## src/rtl/board_mem_arbiter_if.sv

```systemverilog
// Game-logic access port of the board RAM arbiter.
// The requester holds g_req until it sees a one-cycle g_ack.
interface board_mem_arbiter_if;
    logic       g_req;
    logic       g_we;
    logic [7:0] g_addr;
    logic [2:0] g_wdata;
    logic       g_ack;
    logic [2:0] g_rdata;

    modport master (
        output g_req, g_we, g_addr, g_wdata,
        input  g_ack, g_rdata
    );

    modport slave (
        input  g_req, g_we, g_addr, g_wdata,
        output g_ack, g_rdata
    );
endinterface

```

## src/rtl/board_mem_arbiter.sv

```systemverilog
// Shares one board RAM between game logic and a per-row line-buffer prefetch for VGA.
// Optional grid overlay is enabled with macro BOARD_GRID_EN.
module board_mem_arbiter #(
    parameter int BOARD_X0 = 240,
    parameter int BOARD_Y0 = 80,
    parameter int FETCH_X  = 640
) (
    input  logic                  clk,
    input  logic                  reset,
    input  logic [9:0]            x,
    input  logic [9:0]            y,
    output logic [7:0]            mem_addr,
    output logic                  mem_we,
    output logic [2:0]            mem_wdata,
    input  logic [2:0]            mem_rdata,
    board_mem_arbiter_if.slave    gp,
    output logic [2:0]            cell_color,
    output logic                  in_board,
    output logic                  grid_px
);

    localparam logic [9:0] X0 = 10'(BOARD_X0);
    localparam logic [9:0] X1 = 10'(BOARD_X0 + 160);
    localparam logic [9:0] Y0 = 10'(BOARD_Y0);
    localparam logic [9:0] Y1 = 10'(BOARD_Y0 + 320);
    localparam logic [9:0] FX = 10'(FETCH_X);

    typedef enum logic [1:0] {IDLE, GAME, FILL} state_t;

    state_t     r_state, w_nextState;
    logic       r_fillPending;
    logic [9:0] r_lastFillY;
    logic [4:0] r_pendRow, r_row;
    logic [3:0] r_col;
    logic       r_gBad;
    logic [2:0] r_lineBuf [0:9];

    logic [9:0] w_ny, w_nyOff, w_dx;
    logic       w_rowStart, w_trigger, w_startFill, w_inBoard, w_gBad, w_gIssue;
    logic [4:0] w_trigRow;
    logic [3:0] w_bufIdx;
    logic [7:0] w_fillAddr;
    logic [2:0] w_cellNext;

    // A fill fetches the row that the *next* scan line starts, during hblank of this one.
    assign w_ny        = y + 10'd1;
    assign w_nyOff     = w_ny - Y0;
    assign w_rowStart  = (w_ny >= Y0) && (w_ny < Y1) && (w_nyOff[3:0] == 4'd0);
    assign w_trigger   = (x == FX) && w_rowStart && (r_lastFillY != y);
    assign w_trigRow   = 5'(w_nyOff >> 4);
    assign w_startFill = r_fillPending || w_trigger;

    assign w_dx       = x - X0;
    assign w_bufIdx   = 4'(w_dx >> 4);
    assign w_inBoard  = (x >= X0) && (x < X1) && (y >= Y0) && (y < Y1);
    assign w_gBad     = gp.g_addr >= 8'd200;
    assign w_fillAddr = 8'(r_row) * 8'd10 + 8'(r_col);

`ifdef BOARD_GRID_EN
    logic [9:0] w_dy;
    logic       w_gridHit;
    logic       r_gridPx;

    assign w_dy      = y - Y0;
    assign w_gridHit = w_inBoard && ((w_dx[3:0] == 4'd0) || (w_dy[3:0] == 4'd0));
    assign grid_px   = r_gridPx;

    always_ff @(posedge clk) begin
        if (reset) r_gridPx <= 1'b0;
        else       r_gridPx <= w_gridHit;
    end
`else
    assign grid_px = 1'b0;
`endif

    always_comb begin
        w_cellNext = w_inBoard ? r_lineBuf[w_bufIdx] : 3'd0;
`ifdef BOARD_GRID_EN
        if (w_gridHit) w_cellNext = 3'd7;
`endif
    end

    always_ff @(posedge clk) begin
        if (reset) r_state <= IDLE;
        else       r_state <= w_nextState;
    end

    // Memory and game-port outputs are held quiet while reset is asserted.
    always_comb begin
        w_nextState = r_state;
        mem_addr    = 8'd0;
        mem_we      = 1'b0;
        mem_wdata   = 3'd0;
        gp.g_ack    = 1'b0;
        gp.g_rdata  = 3'd0;
        w_gIssue    = 1'b0;
        if (!reset) begin
            case (r_state)
                IDLE: begin
                    if (w_startFill) begin
                        w_nextState = FILL;
                    end else if (gp.g_req) begin
                        mem_addr    = gp.g_addr;
                        mem_we      = gp.g_we && !w_gBad;
                        mem_wdata   = gp.g_wdata;
                        w_gIssue    = 1'b1;
                        w_nextState = GAME;
                    end
                end
                GAME: begin
                    gp.g_ack    = 1'b1;
                    gp.g_rdata  = r_gBad ? 3'd0 : mem_rdata;
                    w_nextState = IDLE;
                end
                FILL: begin
                    if (r_col < 4'd10) mem_addr = w_fillAddr;
                    if (r_col == 4'd10) w_nextState = IDLE;
                end
                default: w_nextState = IDLE;
            endcase
        end
    end

    // A trigger that coincides with starting an older pending fill stays pending.
    always_ff @(posedge clk) begin
        if (reset) begin
            r_fillPending <= 1'b0;
            r_lastFillY   <= 10'h3FF;
            r_pendRow     <= 5'd0;
            r_row         <= 5'd0;
            r_col         <= 4'd0;
            r_gBad        <= 1'b0;
            cell_color    <= 3'd0;
            in_board      <= 1'b0;
            for (int i = 0; i < 10; i++) r_lineBuf[i] <= 3'd0;
        end else begin
            if (w_trigger) begin
                r_lastFillY <= y;
                r_pendRow   <= w_trigRow;
            end
            if (r_state == IDLE && w_startFill) begin
                r_fillPending <= r_fillPending && w_trigger;
                r_row         <= r_fillPending ? r_pendRow : w_trigRow;
                r_col         <= 4'd0;
            end else if (w_trigger) begin
                r_fillPending <= 1'b1;
            end
            if (r_state == FILL) begin
                r_col <= r_col + 4'd1;
                if (r_col != 4'd0) r_lineBuf[r_col - 4'd1] <= mem_rdata;
            end
            if (w_gIssue) r_gBad <= w_gBad;
            in_board   <= w_inBoard;
            cell_color <= w_cellNext;
        end
    end

endmodule

```

## src/flat_wrapper.sv

```systemverilog
// flat-port wrapper written by rule: the top's interface ports become plain ports
module board_mem_arbiter_flat 
#(
    parameter int BOARD_X0 = 240,
    parameter int BOARD_Y0 = 80,
    parameter int FETCH_X  = 640
)
  (clk, reset, x, y, mem_addr, mem_we, mem_wdata, mem_rdata, cell_color, in_board, grid_px, gp_g_req, gp_g_we, gp_g_addr, gp_g_wdata, gp_g_ack, gp_g_rdata);
  board_mem_arbiter_if gp_i ();
  input  logic clk;
  input  logic reset;
  input  logic [9:0] x;
  input  logic [9:0] y;
  output logic [7:0] mem_addr;
  output logic mem_we;
  output logic [2:0] mem_wdata;
  input  logic [2:0] mem_rdata;
  output logic [2:0] cell_color;
  output logic in_board;
  output logic grid_px;
  input wire logic [$bits(gp_i.g_req)-1:0] gp_g_req;
  input wire logic [$bits(gp_i.g_we)-1:0] gp_g_we;
  input wire logic [$bits(gp_i.g_addr)-1:0] gp_g_addr;
  input wire logic [$bits(gp_i.g_wdata)-1:0] gp_g_wdata;
  output wire logic [$bits(gp_i.g_ack)-1:0] gp_g_ack;
  output wire logic [$bits(gp_i.g_rdata)-1:0] gp_g_rdata;
  assign gp_i.g_req = gp_g_req;
  assign gp_i.g_we = gp_g_we;
  assign gp_i.g_addr = gp_g_addr;
  assign gp_i.g_wdata = gp_g_wdata;
  assign gp_g_ack = gp_i.g_ack;
  assign gp_g_rdata = gp_i.g_rdata;
  board_mem_arbiter #(.BOARD_X0(BOARD_X0), .BOARD_Y0(BOARD_Y0), .FETCH_X(FETCH_X)) u_core (.clk(clk), .reset(reset), .x(x), .y(y), .mem_addr(mem_addr), .mem_we(mem_we), .mem_wdata(mem_wdata), .mem_rdata(mem_rdata), .gp(gp_i), .cell_color(cell_color), .in_board(in_board), .grid_px(grid_px));
endmodule
```

## config.mk

```make
export PLATFORM = sky130hd
export DESIGN_NAME = board_mem_arbiter_flat
export DESIGN_NICKNAME = d
export VERILOG_FILES = /design/src/rtl/board_mem_arbiter_if.sv /design/src/rtl/board_mem_arbiter.sv /design/src/flat_wrapper.sv
export SDC_FILE = /design/constraint.sdc
export NUM_CORES = 1
export LEC_CHECK = 0
export BUFFER_PORTS_ARGS = -buffer_cell sky130_fd_sc_hd__buf_2
export CAP_MARGIN = 20
export CORE_UTILIZATION = 52
export CTS_CLUSTER_DIAMETER = 200
export DETAILED_ROUTE_END_ITERATION = 10
export PLACE_DENSITY = 0.76
export RECOVER_POWER = 50
export SKIP_CTS_REPAIR_TIMING = 1
export SLEW_MARGIN = 20
export SYNTH_ARGS = -nofsm -noshare
export SYNTH_HDL_FRONTEND = slang
export SYNTH_SLANG_ARGS = --single-unit
```

## constraint.sdc

```tcl
create_clock -name clk -period 2.4 [get_ports clk]
set_input_delay 0.24 -clock clk [delete_from_list [all_inputs] [get_ports clk]]
set_output_delay 0.24 -clock clk [all_outputs]
set_load 0.005 [all_outputs]
```

==> results.md <==
* Starting utilization of the core area at 53.97%
* Final Hold Fails at 0
* Antenna diode count at 0
* # port buffers at between 50 and 60
* Setup Crit Path Kind: reg -> out
* Fillcell total at 648
* Number of nets in the synthesized netlist at around 460
* Final antenna-violating net count at 0
* Failing checks: setup timing
* Top-area cell type share of the netlist area at between 30% and 40%
* PnR worst setup slack at -0.2171 ns
* Most used standard cells in the synthesized netlist: edfxtp_1 (48), nor2_1 (47), nand2_1 (41)
* Mean post-synth cell area at between 10 and 15 sq um
* Initial antenna violation count at 0
* Detailed-route DRC error count at 0
* Detailed-route vias per instance at around 5.7
* Critical Path AT at approximately 2.4 ns
* RSZ-0062 raised after global routing: true
* Overall Power at 2.719 mW
* Clock latency at the later pin of the worst-skew pair at about 0.35 ns
* Pre-antenna DRT Iters at 7
* Flip-flop and latch count after synthesis at 80
* Cts bufs inserted at 9
* Library cell with the highest instance count after synthesis: edfxtp_1
* Cell area after placement at between 5000 and 6000 sq um
* Worst supply voltage drop on vdd at between 200 and 300 uV
* Worst path cell trace: ha_4 -> ha_4 -> fa_2 -> nand4_1 -> xnor2_1 -> xnor2_1 -> a22o_1 -> buf_2
* Final period demand of the worst path at ~2.6 ns
* Ys async rst share at 0%
* Worst-margin pin slew at 1.099 ns
* Count of distinct cell types in the synthesized netlist at 67
* WP data required at 2.16 ns
* TNS Setup at -2.047 ns
* Maximum fanout count along the critical path at 2
* Maximum operating frequency at around 380 MHz
* Routability Congestion at 0.7987
* Static power due to leakage at approximately 2.2 nW
* TritonCTS clock tree: done
* Row count at 33
* Synthesized instance count at 405
* Number of warnings issued by yosys at 0
* Average wire per standard cell at 16.54 um
* Max stage delay cell, worst path: fa_2
* Largest area contributor in the synthesized netlist: edfxtp_1
* Total power density per cell area at roughly 500 nW/um^2
* Placed cells at between 500 and 600
* Worst clock skew at 0.01886 ns
* Maximum number of pins on one net before global-route repair at 18
* Clock Root Buffer: clkbuf_8
* HP Class: in -> reg
* Half-perimeter wire length of the detailed placement result at between 7000 and 8000 um
* Worst slew margin at approximately a quarter
* Final WL at ~10000 um
* Seq/Total Area, Yosys at between 40 and 50%
* Final standard cell count with taps included and fillers excluded at about 600
* Core region area at 8258 sq um
* DIE HEIGHT at roughly 95 um
* Longest Clk Path Bufs at 2
* Number of failing setup endpoints in the final timing report at 12
* Max-cap check violation count at 0
* Clk pin slew, worst setup/hold paths at about 0.09 ns
* I/O Pins at between 50 and 60
* Post-synthesis cell area at between 4000 and 5000 sq um
* Top cells by area, synth: edfxtp_1 (32%), dfxtp_1 (14%), mux4_2 (6.1%)
* Largest stage delay, worst path at ~0.54 ns
* Total clock sinks at 80
* Top FF cell, synth: edfxtp_1
* Post-Layout Inst Area at roughly 5500 sq um
* Critical path launch point type: register
* Final #Nets at between 500 and 600
* Number of levels the H-tree was split into at 3
* Overall Global Routing Usage at around a quarter
* Tcrit/Tclk final at 109.0%
* Remaining global-route overflow at 0
* CP Capture Type: primary output
* Chip width at approximately 95 um
* Number of flops mapped to enable cells by yosys at 48
* Number of global-route vias before repair at 3379
* First-pass GRT wire length at 15800 um
* Total via count in the routed design at ~3.5k
* Layout-stage area growth over the synthesis result at 22.49%
* Result of the run: finished with violations
* Proportion of layout cells with a drive suffix above 1 at 30.95%
* DRC violation total after the first TritonRoute iteration at between 150 and 200
* Final max-slew violation count at 0
* Full die area at ~8900 sq um
per-layer routing:
layer / up-vias / track usage (%) / wire (um)
met5: - / 0 / 0
met4: 0 / 9.091 / 103
met3: 9 / 3.784 / 464
met2: 111 / 39.37 / 4962
met1: 1673 / 29.91 / 4544
li1: 1672 / - / -
registers in the layout, summed over array words and instances, names as in the netlist:
signal,count
u_core.cell_color,3
u_core.in_board,1
u_core.r_col,4
u_core.r_fillPending,1
u_core.r_gBad,1
u_core.r_lastFillY,10
u_core.r_lineBuf,48
u_core.r_pendRow,5
u_core.r_row,5
u_core.r_state,2
cell type report:
| type | count | area [sq um] | share of cell area [%] |
|---|---|---|---|
| tap | 105 | 131.4 | 2.407 |
| sequential | 80 | 2083 | 38.16 |
| timing repair buffer | 105 | 691.9 | 12.67 |
| multi-input combinational | 286 | 2305 | 42.22 |
| clock inverter | 7 | 60.06 | 1.100 |
| clock buffer | 9 | 123.9 | 2.269 |
| inverter | 17 | 63.81 | 1.169 |
kinds of logic (layout without fill, tap and decap cells):
| group | Yosys count | count (layout) | share of synthesized area (%) |
|---|---|---|---|
| other | 1 | 1 | 0.08414 |
| buffers and inverters | 39 | 138 | 3.902 |
| flip-flops | 80 | 80 | 46.72 |
| adder cells (fa/ha/maj) | 18 | 18 | 5.390 |
| AO/OA/AOI/OAI | 63 | 63 | 11.59 |
| multiplexers | 31 | 31 | 10.53 |
| AND/OR/NAND/NOR | 147 | 147 | 16.68 |
| XOR/XNOR | 26 | 26 | 5.110 |
cells in the final DEF, fill, tap and decap left out, drive strengths merged, types with 9 or more instances in the layout:
master / instances
a21oi: 9
nor2: 48
xnor2: 19
nand2: 42
clkbuf: 26
buf: 88
mux4: 12
nand3: 9
edfxtp: 48
ha: 16
inv: 20
dfxtp: 32
mux2i: 15
path summary, 6_finish.rpt:
kind	cells after the start	slack, ns	from	end
worst min-delay path	3	0.26	y[8]	u_core.r_lastFillY[8]
worst min register to register	1	0.49	u_core.r_lastFillY[9]	u_core.r_lastFillY[9]
worst max register to register	7	0.20	u_core.r_col[1]	u_core.r_lineBuf[13][0]
worst max-delay path	8	-0.22	u_core.r_row[3]	mem_addr[7]
power breakdown:
group          switching (mW)  total [mW]  internal [mW]
registers             0.00851        1.47           1.46
clock network           0.546       0.940          0.394
logic                   0.154       0.307          0.153
worst max-delay path: cells and delay by family (launching register included):
kind / cells / cell delay, ns
compound gates: 1 / 0.19
xor+xnor: 2 / 0.30
fa+ha+maj: 3 / 0.92
buf+inv: 1 / 0.12
flops: 1 / 0.38
simple gates: 1 / 0.11
stage by stage:
| step | util [%] | hold WS [ns] | worst slack [ns] |
|---|---|---|---|
| global route | 66.11 | 0.2779 | -0.3258 |
| detailed placement | 62.14 | 0.4641 | -0.2628 |
| CTS | 64.36 | 0.2483 | -0.4523 |
| finish | 66.11 | 0.2553 | -0.2171 |
| global placement | 62.14 | 0.4550 | -0.2032 |
| floorplan | - | 0.4445 | 0.001962 |
Note: power is estimated with default switching activity, not from simulation.
